### src/rtl/unit_prop_if.sv
// unit_prop_if
//  Bundles the two request/response handshakes between the unit propagation
//  controller and its finder/simplifier pair.
//
//  Handshake semantics (both channels): the controller raises a one-cycle
//  request pulse (uc_find / simp_start). The responder later raises a
//  one-cycle completion pulse (uc_ended / simp_done). Its qualifiers
//  (uc_found, uc_lit / simp_conflict) are valid only in that completion
//  cycle. simp_lit is held stable from simp_start until simp_done.
//  Completion pulses arriving when the controller is not waiting are dropped.
//
//  Signals
//   uc_find        ctrl -> finder      request pulse
//   uc_ended       finder -> ctrl      completion pulse
//   uc_found       finder -> ctrl      unit clause found (with uc_ended)
//   uc_lit         finder -> ctrl      unit literal (with uc_ended & uc_found)
//   simp_start     ctrl -> simplifier  request pulse
//   simp_lit       ctrl -> simplifier  literal to apply
//   simp_done      simplifier -> ctrl  completion pulse
//   simp_conflict  simplifier -> ctrl  empty clause produced (with simp_done)
//  Modports: master = controller side, slave = finder/simplifier side.
interface unit_prop_if #(
  parameter int LIT_W = 6
);
  logic             uc_find;
  logic             uc_ended;
  logic             uc_found;
  logic [LIT_W-1:0] uc_lit;
  logic             simp_start;
  logic [LIT_W-1:0] simp_lit;
  logic             simp_done;
  logic             simp_conflict;

  modport master (
    output uc_find, simp_start, simp_lit,
    input  uc_ended, uc_found, uc_lit, simp_done, simp_conflict
  );

  modport slave (
    input  uc_find, simp_start, simp_lit,
    output uc_ended, uc_found, uc_lit, simp_done, simp_conflict
  );
endinterface

### src/rtl/unit_prop_ctrl.sv
// unit_prop_ctrl
//  Sequences unit propagation: pulses the unit clause finder, records each
//  returned literal in an assignment map, hands the literal to the formula
//  simplifier, and loops until no unit remains, a conflict occurs, a literal
//  repeats or is malformed, the run is aborted, or a watchdog expires.
//
//  Ports
//   clock, reset   rising-edge clock, asynchronous active-high reset
//   start          begin a run (IDLE only)
//   abort          abandon the current run (any active state)
//   clear_map      zero the assignment map (IDLE only, start has priority)
//   busy           high in every state except IDLE
//   done           one-cycle pulse when a run ends, result valid with it
//   result         0 FIXPOINT, 1 CONFLICT, 2 REPEAT, 3 TIMEOUT, 4 ABORT, 5 BADLIT
//   prop_count     literals applied this run, saturating
//   assign_set     bit v-1 set = variable v assigned
//   assign_val     bit v-1 = value of variable v where assigned
//   fsm_state      current FSM state for observation
//   bus            finder/simplifier handshakes (master side)
//
//  Literal format: bit LIT_W-1 is the negation flag, bits LIT_W-2:0 hold the
//  variable index (1..NUM_VARS, 0 is invalid). All outputs are registered;
//  each is computed from the next state so it lines up with the state it
//  belongs to.
module unit_prop_ctrl #(
  parameter int NUM_VARS = 16,
  parameter int LIT_W    = 6,
  parameter int CNT_W    = 8,
  parameter int TIMEOUT  = 1024
) (
  input  logic                clock,
  input  logic                reset,
  input  logic                start,
  input  logic                abort,
  input  logic                clear_map,
  output logic                busy,
  output logic                done,
  output logic [2:0]          result,
  output logic [CNT_W-1:0]    prop_count,
  output logic [NUM_VARS-1:0] assign_set,
  output logic [NUM_VARS-1:0] assign_val,
  output logic [2:0]          fsm_state,
  unit_prop_if.master         bus
);

  localparam logic [2:0] S_IDLE      = 3'd0;
  localparam logic [2:0] S_FIND      = 3'd1;
  localparam logic [2:0] S_WAIT_UC   = 3'd2;
  localparam logic [2:0] S_CHECK     = 3'd3;
  localparam logic [2:0] S_SIMP      = 3'd4;
  localparam logic [2:0] S_WAIT_SIMP = 3'd5;
  localparam logic [2:0] S_FINISH    = 3'd6;

  localparam logic [2:0] R_FIXPOINT = 3'd0;
  localparam logic [2:0] R_CONFLICT = 3'd1;
  localparam logic [2:0] R_REPEAT   = 3'd2;
  localparam logic [2:0] R_TIMEOUT  = 3'd3;
  localparam logic [2:0] R_ABORT    = 3'd4;
  localparam logic [2:0] R_BADLIT   = 3'd5;

  // One spare bit so TIMEOUT itself is representable.
  localparam int              WD_W    = $clog2(TIMEOUT) + 1;
  localparam logic [WD_W-1:0] WD_LAST = WD_W'(TIMEOUT - 1);

  logic [2:0]          state;
  logic [2:0]          next_state;
  logic [2:0]          next_result;
  logic [WD_W-1:0]     watchdog;
  logic [LIT_W-1:0]    lit_q;

  logic [31:0]         var_num;
  logic                lit_bad;
  logic                lit_value;
  logic [NUM_VARS-1:0] var_mask;
  logic                var_assigned;
  logic                var_value;
  logic                wd_expired;
  logic                apply_lit;

  assign fsm_state = state;

  // Decode of the latched literal, used in CHECK.
  assign var_num      = 32'(lit_q[LIT_W-2:0]);
  assign lit_bad      = (var_num == 32'd0) || (var_num > 32'(NUM_VARS));
  assign lit_value    = ~lit_q[LIT_W-1];
  // For a bad index the shift leaves the mask zero; it is never used then.
  assign var_mask     = NUM_VARS'(1) << (var_num - 32'd1);
  assign var_assigned = |(assign_set & var_mask);
  assign var_value    = |(assign_val & var_mask);
  assign wd_expired   = (watchdog == WD_LAST);
  assign apply_lit    = (state == S_CHECK) && (next_state == S_SIMP);

  always_comb begin
    next_state  = state;
    next_result = result;
    case (state)
      S_IDLE: begin
        if (start) next_state = S_FIND;
      end
      S_FIND: next_state = S_WAIT_UC;
      S_WAIT_UC: begin
        if (bus.uc_ended) begin
          if (bus.uc_found) begin
            next_state = S_CHECK;
          end else begin
            next_state  = S_FINISH;
            next_result = R_FIXPOINT;
          end
        end else if (wd_expired) begin
          next_state  = S_FINISH;
          next_result = R_TIMEOUT;
        end
      end
      S_CHECK: begin
        if (lit_bad) begin
          next_state  = S_FINISH;
          next_result = R_BADLIT;
        end else if (var_assigned) begin
          // Re-applying an identical literal would loop forever.
          next_state  = S_FINISH;
          next_result = (var_value == lit_value) ? R_REPEAT : R_CONFLICT;
        end else begin
          next_state = S_SIMP;
        end
      end
      S_SIMP: next_state = S_WAIT_SIMP;
      S_WAIT_SIMP: begin
        if (bus.simp_done) begin
          if (bus.simp_conflict) begin
            next_state  = S_FINISH;
            next_result = R_CONFLICT;
          end else begin
            next_state = S_FIND;
          end
        end else if (wd_expired) begin
          next_state  = S_FINISH;
          next_result = R_TIMEOUT;
        end
      end
      S_FINISH: next_state = S_IDLE;
      default:  next_state = S_IDLE;
    endcase

    // Abort beats every other transition. FINISH is excluded because the
    // run has already ended there.
    if (abort && (state != S_IDLE) && (state != S_FINISH)) begin
      next_state  = S_FINISH;
      next_result = R_ABORT;
    end
  end

  always_ff @(posedge clock or posedge reset) begin
    if (reset) begin
      state          <= S_IDLE;
      busy           <= 1'b0;
      done           <= 1'b0;
      result         <= R_FIXPOINT;
      prop_count     <= '0;
      assign_set     <= '0;
      assign_val     <= '0;
      watchdog       <= '0;
      lit_q          <= '0;
      bus.uc_find    <= 1'b0;
      bus.simp_start <= 1'b0;
      bus.simp_lit   <= '0;
    end else begin
      state          <= next_state;
      busy           <= (next_state != S_IDLE);
      done           <= (next_state == S_FINISH);
      bus.uc_find    <= (next_state == S_FIND);
      bus.simp_start <= (next_state == S_SIMP);

      if (next_state == S_FINISH) result <= next_result;

      if (next_state == S_SIMP) bus.simp_lit <= lit_q;

      if ((state == S_WAIT_UC) && bus.uc_ended) lit_q <= bus.uc_lit;

      if ((state == S_FIND) || (state == S_SIMP)) begin
        watchdog <= '0;
      end else if ((state == S_WAIT_UC) || (state == S_WAIT_SIMP)) begin
        watchdog <= watchdog + 1'b1;
      end

      if ((state == S_IDLE) && start) begin
        prop_count <= '0;
      end else if (apply_lit && (prop_count != {CNT_W{1'b1}})) begin
        prop_count <= prop_count + 1'b1;
      end

      if ((state == S_IDLE) && !start && clear_map) begin
        assign_set <= '0;
        assign_val <= '0;
      end else if (apply_lit) begin
        assign_set <= assign_set | var_mask;
        if (lit_value) assign_val <= assign_val | var_mask;
        else           assign_val <= assign_val & ~var_mask;
      end
    end
  end

endmodule

### src/flat_wrapper.sv
// flat-port wrapper written by rule: the top's interface ports become plain ports
module unit_prop_ctrl_flat 
#(
  parameter int NUM_VARS = 16,
  parameter int LIT_W    = 6,
  parameter int CNT_W    = 8,
  parameter int TIMEOUT  = 1024
)
  (clock, reset, start, abort, clear_map, busy, done, result, prop_count, assign_set, assign_val, fsm_state, bus_uc_find, bus_simp_start, bus_simp_lit, bus_uc_ended, bus_uc_found, bus_uc_lit, bus_simp_done, bus_simp_conflict);
  unit_prop_if #(.LIT_W(LIT_W)) bus_i ();
  input  logic clock;
  input  logic reset;
  input  logic start;
  input  logic abort;
  input  logic clear_map;
  output logic busy;
  output logic done;
  output logic [2:0] result;
  output logic [CNT_W-1:0] prop_count;
  output logic [NUM_VARS-1:0] assign_set;
  output logic [NUM_VARS-1:0] assign_val;
  output logic [2:0] fsm_state;
  output wire logic [$bits(bus_i.uc_find)-1:0] bus_uc_find;
  output wire logic [$bits(bus_i.simp_start)-1:0] bus_simp_start;
  output wire logic [$bits(bus_i.simp_lit)-1:0] bus_simp_lit;
  input wire logic [$bits(bus_i.uc_ended)-1:0] bus_uc_ended;
  input wire logic [$bits(bus_i.uc_found)-1:0] bus_uc_found;
  input wire logic [$bits(bus_i.uc_lit)-1:0] bus_uc_lit;
  input wire logic [$bits(bus_i.simp_done)-1:0] bus_simp_done;
  input wire logic [$bits(bus_i.simp_conflict)-1:0] bus_simp_conflict;
  assign bus_uc_find = bus_i.uc_find;
  assign bus_simp_start = bus_i.simp_start;
  assign bus_simp_lit = bus_i.simp_lit;
  assign bus_i.uc_ended = bus_uc_ended;
  assign bus_i.uc_found = bus_uc_found;
  assign bus_i.uc_lit = bus_uc_lit;
  assign bus_i.simp_done = bus_simp_done;
  assign bus_i.simp_conflict = bus_simp_conflict;
  unit_prop_ctrl #(.NUM_VARS(NUM_VARS), .LIT_W(LIT_W), .CNT_W(CNT_W), .TIMEOUT(TIMEOUT)) u_core (.clock(clock), .reset(reset), .start(start), .abort(abort), .clear_map(clear_map), .busy(busy), .done(done), .result(result), .prop_count(prop_count), .assign_set(assign_set), .assign_val(assign_val), .fsm_state(fsm_state), .bus(bus_i));
endmodule
### config.mk
export PLATFORM = sky130hd
export DESIGN_NAME = unit_prop_ctrl_flat
export DESIGN_NICKNAME = d
export VERILOG_FILES = /design/src/rtl/unit_prop_if.sv /design/src/rtl/unit_prop_ctrl.sv /design/src/flat_wrapper.sv
export SDC_FILE = /design/constraint.sdc
export NUM_CORES = 1
export LEC_CHECK = 0
export CAP_MARGIN = 20
export CORE_MARGIN = 2
export CORE_UTILIZATION = 48
export DETAILED_ROUTE_END_ITERATION = 7
export PLACE_DENSITY = 0.82
export SLEW_MARGIN = 20
export SYNTH_ARGS = -nofsm -noshare
export SYNTH_HDL_FRONTEND = slang
export SYNTH_SLANG_ARGS = --single-unit
export TNS_END_PERCENT = 1
### constraint.sdc
create_clock -name clock -period 3.3 [get_ports clock]
set_input_delay 0.495 -clock clock [delete_from_list [all_inputs] [get_ports clock]]
set_output_delay 0.495 -clock clock [all_outputs]
set_load 0.03 [all_outputs]
==> out/metrics.yaml <==
gp_congestion: 0.924
core_um2: 8180
ios: 71
hpwl_um: 7840
synthTopCellsByCount: "73 x dfrtp_1, 49 x nand2_1, 25 x mux2i_1"
worst_path_most_repeated_cell: "or3_4"
cpPeakStageDelay_ps: 500
synthArstFlopShare: 1.00
clk_pin_slew_ps: 90
dp.cells: 590
r2r_setup_slack_ps: 140
internal-power_uw: 2920
synth_area_leaders: "dfrtp_1 45%, mux2i_1 6.2%, nand2_1 4.6%, mux2_2 3.6%, o21a_1 3.5%"
clk-insertion-delay-late_ps: 360
yosysMostFrequentCell: "dfrtp_1"
die_h_um: 95.7
diodes: 0
syn_nets: 428
fmax_mhz: 316
synth.ff_latch_count: 73
fin_skew_ps: 12.7
cellLeakagePower_uw: 0.00217
track_usage: 0.253
slowest_stage: "mux4_2"
synth_top_area_cell: "dfrtp_1"
dieArea_um2: 9160
finalSetupViolations: 0
viasPerCell: 6.12
critPathTopFamily: "simple AND/OR/NAND/NOR gates"
layout-drive-gt1-share: 0.164
cts-root-buf: "clkbuf_8"
r2r-start: "u_core.lit_q[0]"
cts_buffer_depth: 2
ys_types: 60
ctsHoldBuffers: 0
grt_pass1_vias: 3651
antenna_left: 0
grt.overflow.total: 0
slew_headroom: 0.427
rsz0062_at_grt: "no"
antenna_found_initial: 0
std_cell_rows: 33
grt_max_degree: 41
cts_setup_buffers: 0
post_drt_wl_per_cell_um: 18.0
final_util: 0.647
pwr-share-seq: 0.277
cap_violations: 0
worst-path-stages: 11
path_max_fanout: 10
cts_resized: 0
fin_nets: 515
pwr-share-comb: 0.544
hp-start: "u_core.watchdog[10]"
tightest_slew_ps: 858
start_util: 0.494
crit_start: "u_core.lit_q[0]"
final_cell_area_um2: 5290
period_minus_slack_ps: 3160
final_cells: 606
numCtsBuffers: 9
drc: 0
dpl-instance-area_um2: 4980
syn_inst: 409
r2r-end: "u_core.assign_val[1]"
grt_pass1_wl_um: 17900
hold_violations: 0
clkPwrFrac: 0.179
fin_crit_sh: 0.958
vias: 3708
cp_data_required_time_ps: 3560
cp-start-kind: "flop"
status: "completed"
cts.sinks: 73
crit_chain: "inv_2 > ha_4 > xor2_4 > mux4_2 > nand2_1 > a31oi_1 > or3_4 > or3_4 > buf_4 > o41a_1 > o21a_1"
fill_cells: 655
swShare: 0.446
area_growth_pct: 31.1
synth-edff-count: 0
rr_worst_depth: 11
crit_path_end: "u_core.assign_val[1]"
synth_top_area_frac: 0.453
syn_area_um2: 4040
htree_levels: 3
crit_buf_inv: 2
critical_path_class: "reg -> reg"
first_pass_iters: 5
p_sw_uw: 2350
endpoint_kind: "flop"
ir_worst_vdd_v: 0.000444
setup_tns_ps: 0
crit_arrival_ps: 3420
numPortBuffers: 70
power_density_nw_per_um2: 997
dieWidth_um: 95.7
drtIter0Drc: 282
drt_wl_total_um: 10900
cts_tree: "done"
maxSlewViolCount: 0
yosysWarnings: 0
hold_class: "reg -> reg"
avgSynthCellArea_um2: 9.87
synth_seq_area_share: 0.453
synth_ff_type: "dfrtp_1"
-- state kept, by name, summed over array words and instances, names as in the netlist --
register	count
u_core.busy	1
u_core.bus.simp_start	1
u_core.prop_count	8
u_core.assign_set	16
u_core.result	3
u_core.bus.simp_lit	6
u_core.bus.uc_find	1
u_core.watchdog	11
u_core.done	1
u_core.fsm_state	3
u_core.assign_val	16
u_core.lit_q	6
-- per-stage QoR --
step | hold slack, ps | total power (uW) | setup WS [ps]
floorplan | 441 | 3200 | 18.9
global placement | 453 | 4160 | 78.4
detailed placement | 474 | 4230 | 55.4
CTS | 485 | 5170 | 41.8
global route | 523 | 5550 | 10.6
finish | 488 | 5270 | 140
-- per-layer routing --
metal | part of all wire | up-vias | GRT usage | wire length (um)
li1 | - | 1676 | - | -
met1 | 0.42 | 1843 | 0.330 | 4620
met2 | 0.49 | 169 | 0.417 | 5320
met3 | 0.068 | 20 | 0.0498 | 745
met4 | 0.022 | 0 | 0.0940 | 236
met5 | 0 | - | 0 | 0
-- final cells by class --
type	count	area (um^2)	share of cell area
clock buffers	9	124	0.0234
well taps	105	131	0.0248
clock inverters	7	143	0.0270
multi-input cells	303	2100	0.398
inverters	9	33.8	0.00639
flip-flops and latches	73	1830	0.345
repair buffers	100	926	0.175
-- kinds of logic after synthesis --
kind of cell,synth area share
XOR/XNOR,0.0198
flip-flops,0.453
multiplexers,0.104
AND/OR/NAND/NOR,0.211
AO/OA/AOI/OAI,0.164
buffers and inverters,0.0360
adder cells (fa/ha/maj),0.0124
-- power groups by stage --
stage / Clock (uW) / Sequential [uW] / Combinational (uW)
after floorplan: 0 / 1730 / 1470
after global placement: 0 / 1460 / 2700
after detailed placement: 0 / 1470 / 2760
after CTS: 942 / 1450 / 2780
after global routing: 987 / 1500 / 3070
final: 942 / 1460 / 2870
-- cells in the final DEF, fill, tap and decap left out, types with 4 or more instances in the layout --
cell type        instances
o21ai_0                 24
nor2b_1                  7
mux2_2                  13
nand2_1                 49
nor3_1                  16
clkdlybuf4s50_1         70
nor4_1                   9
nand3_1                  7
xor2_1                   5
o21a_1                  19
nor3b_1                  4
nand4_1                  5
o22ai_1                  4
inv_1                    6
dfrtp_1                 73
or4_1                    5
or3_1                    4
buf_4                   30
nor2_1                  15
clkbuf_8                 9
nand2b_1                 9
o31ai_1                  4
mux2i_1                 25
bufinv_16                4
a21oi_1                 13
a31oi_1                  5
-- how the worst min path moves through the flow --
stage / end / cells past startpoint
floorplan: u_core.watchdog[10] / 1
global placement: u_core.watchdog[10] / 1
detailed placement: u_core.watchdog[10] / 1
CTS: u_core.watchdog[10] / 1
global route: u_core.watchdog[10] / 1
finish: u_core.watchdog[10] / 1
Note: power is estimated with default switching activity, not from simulation.
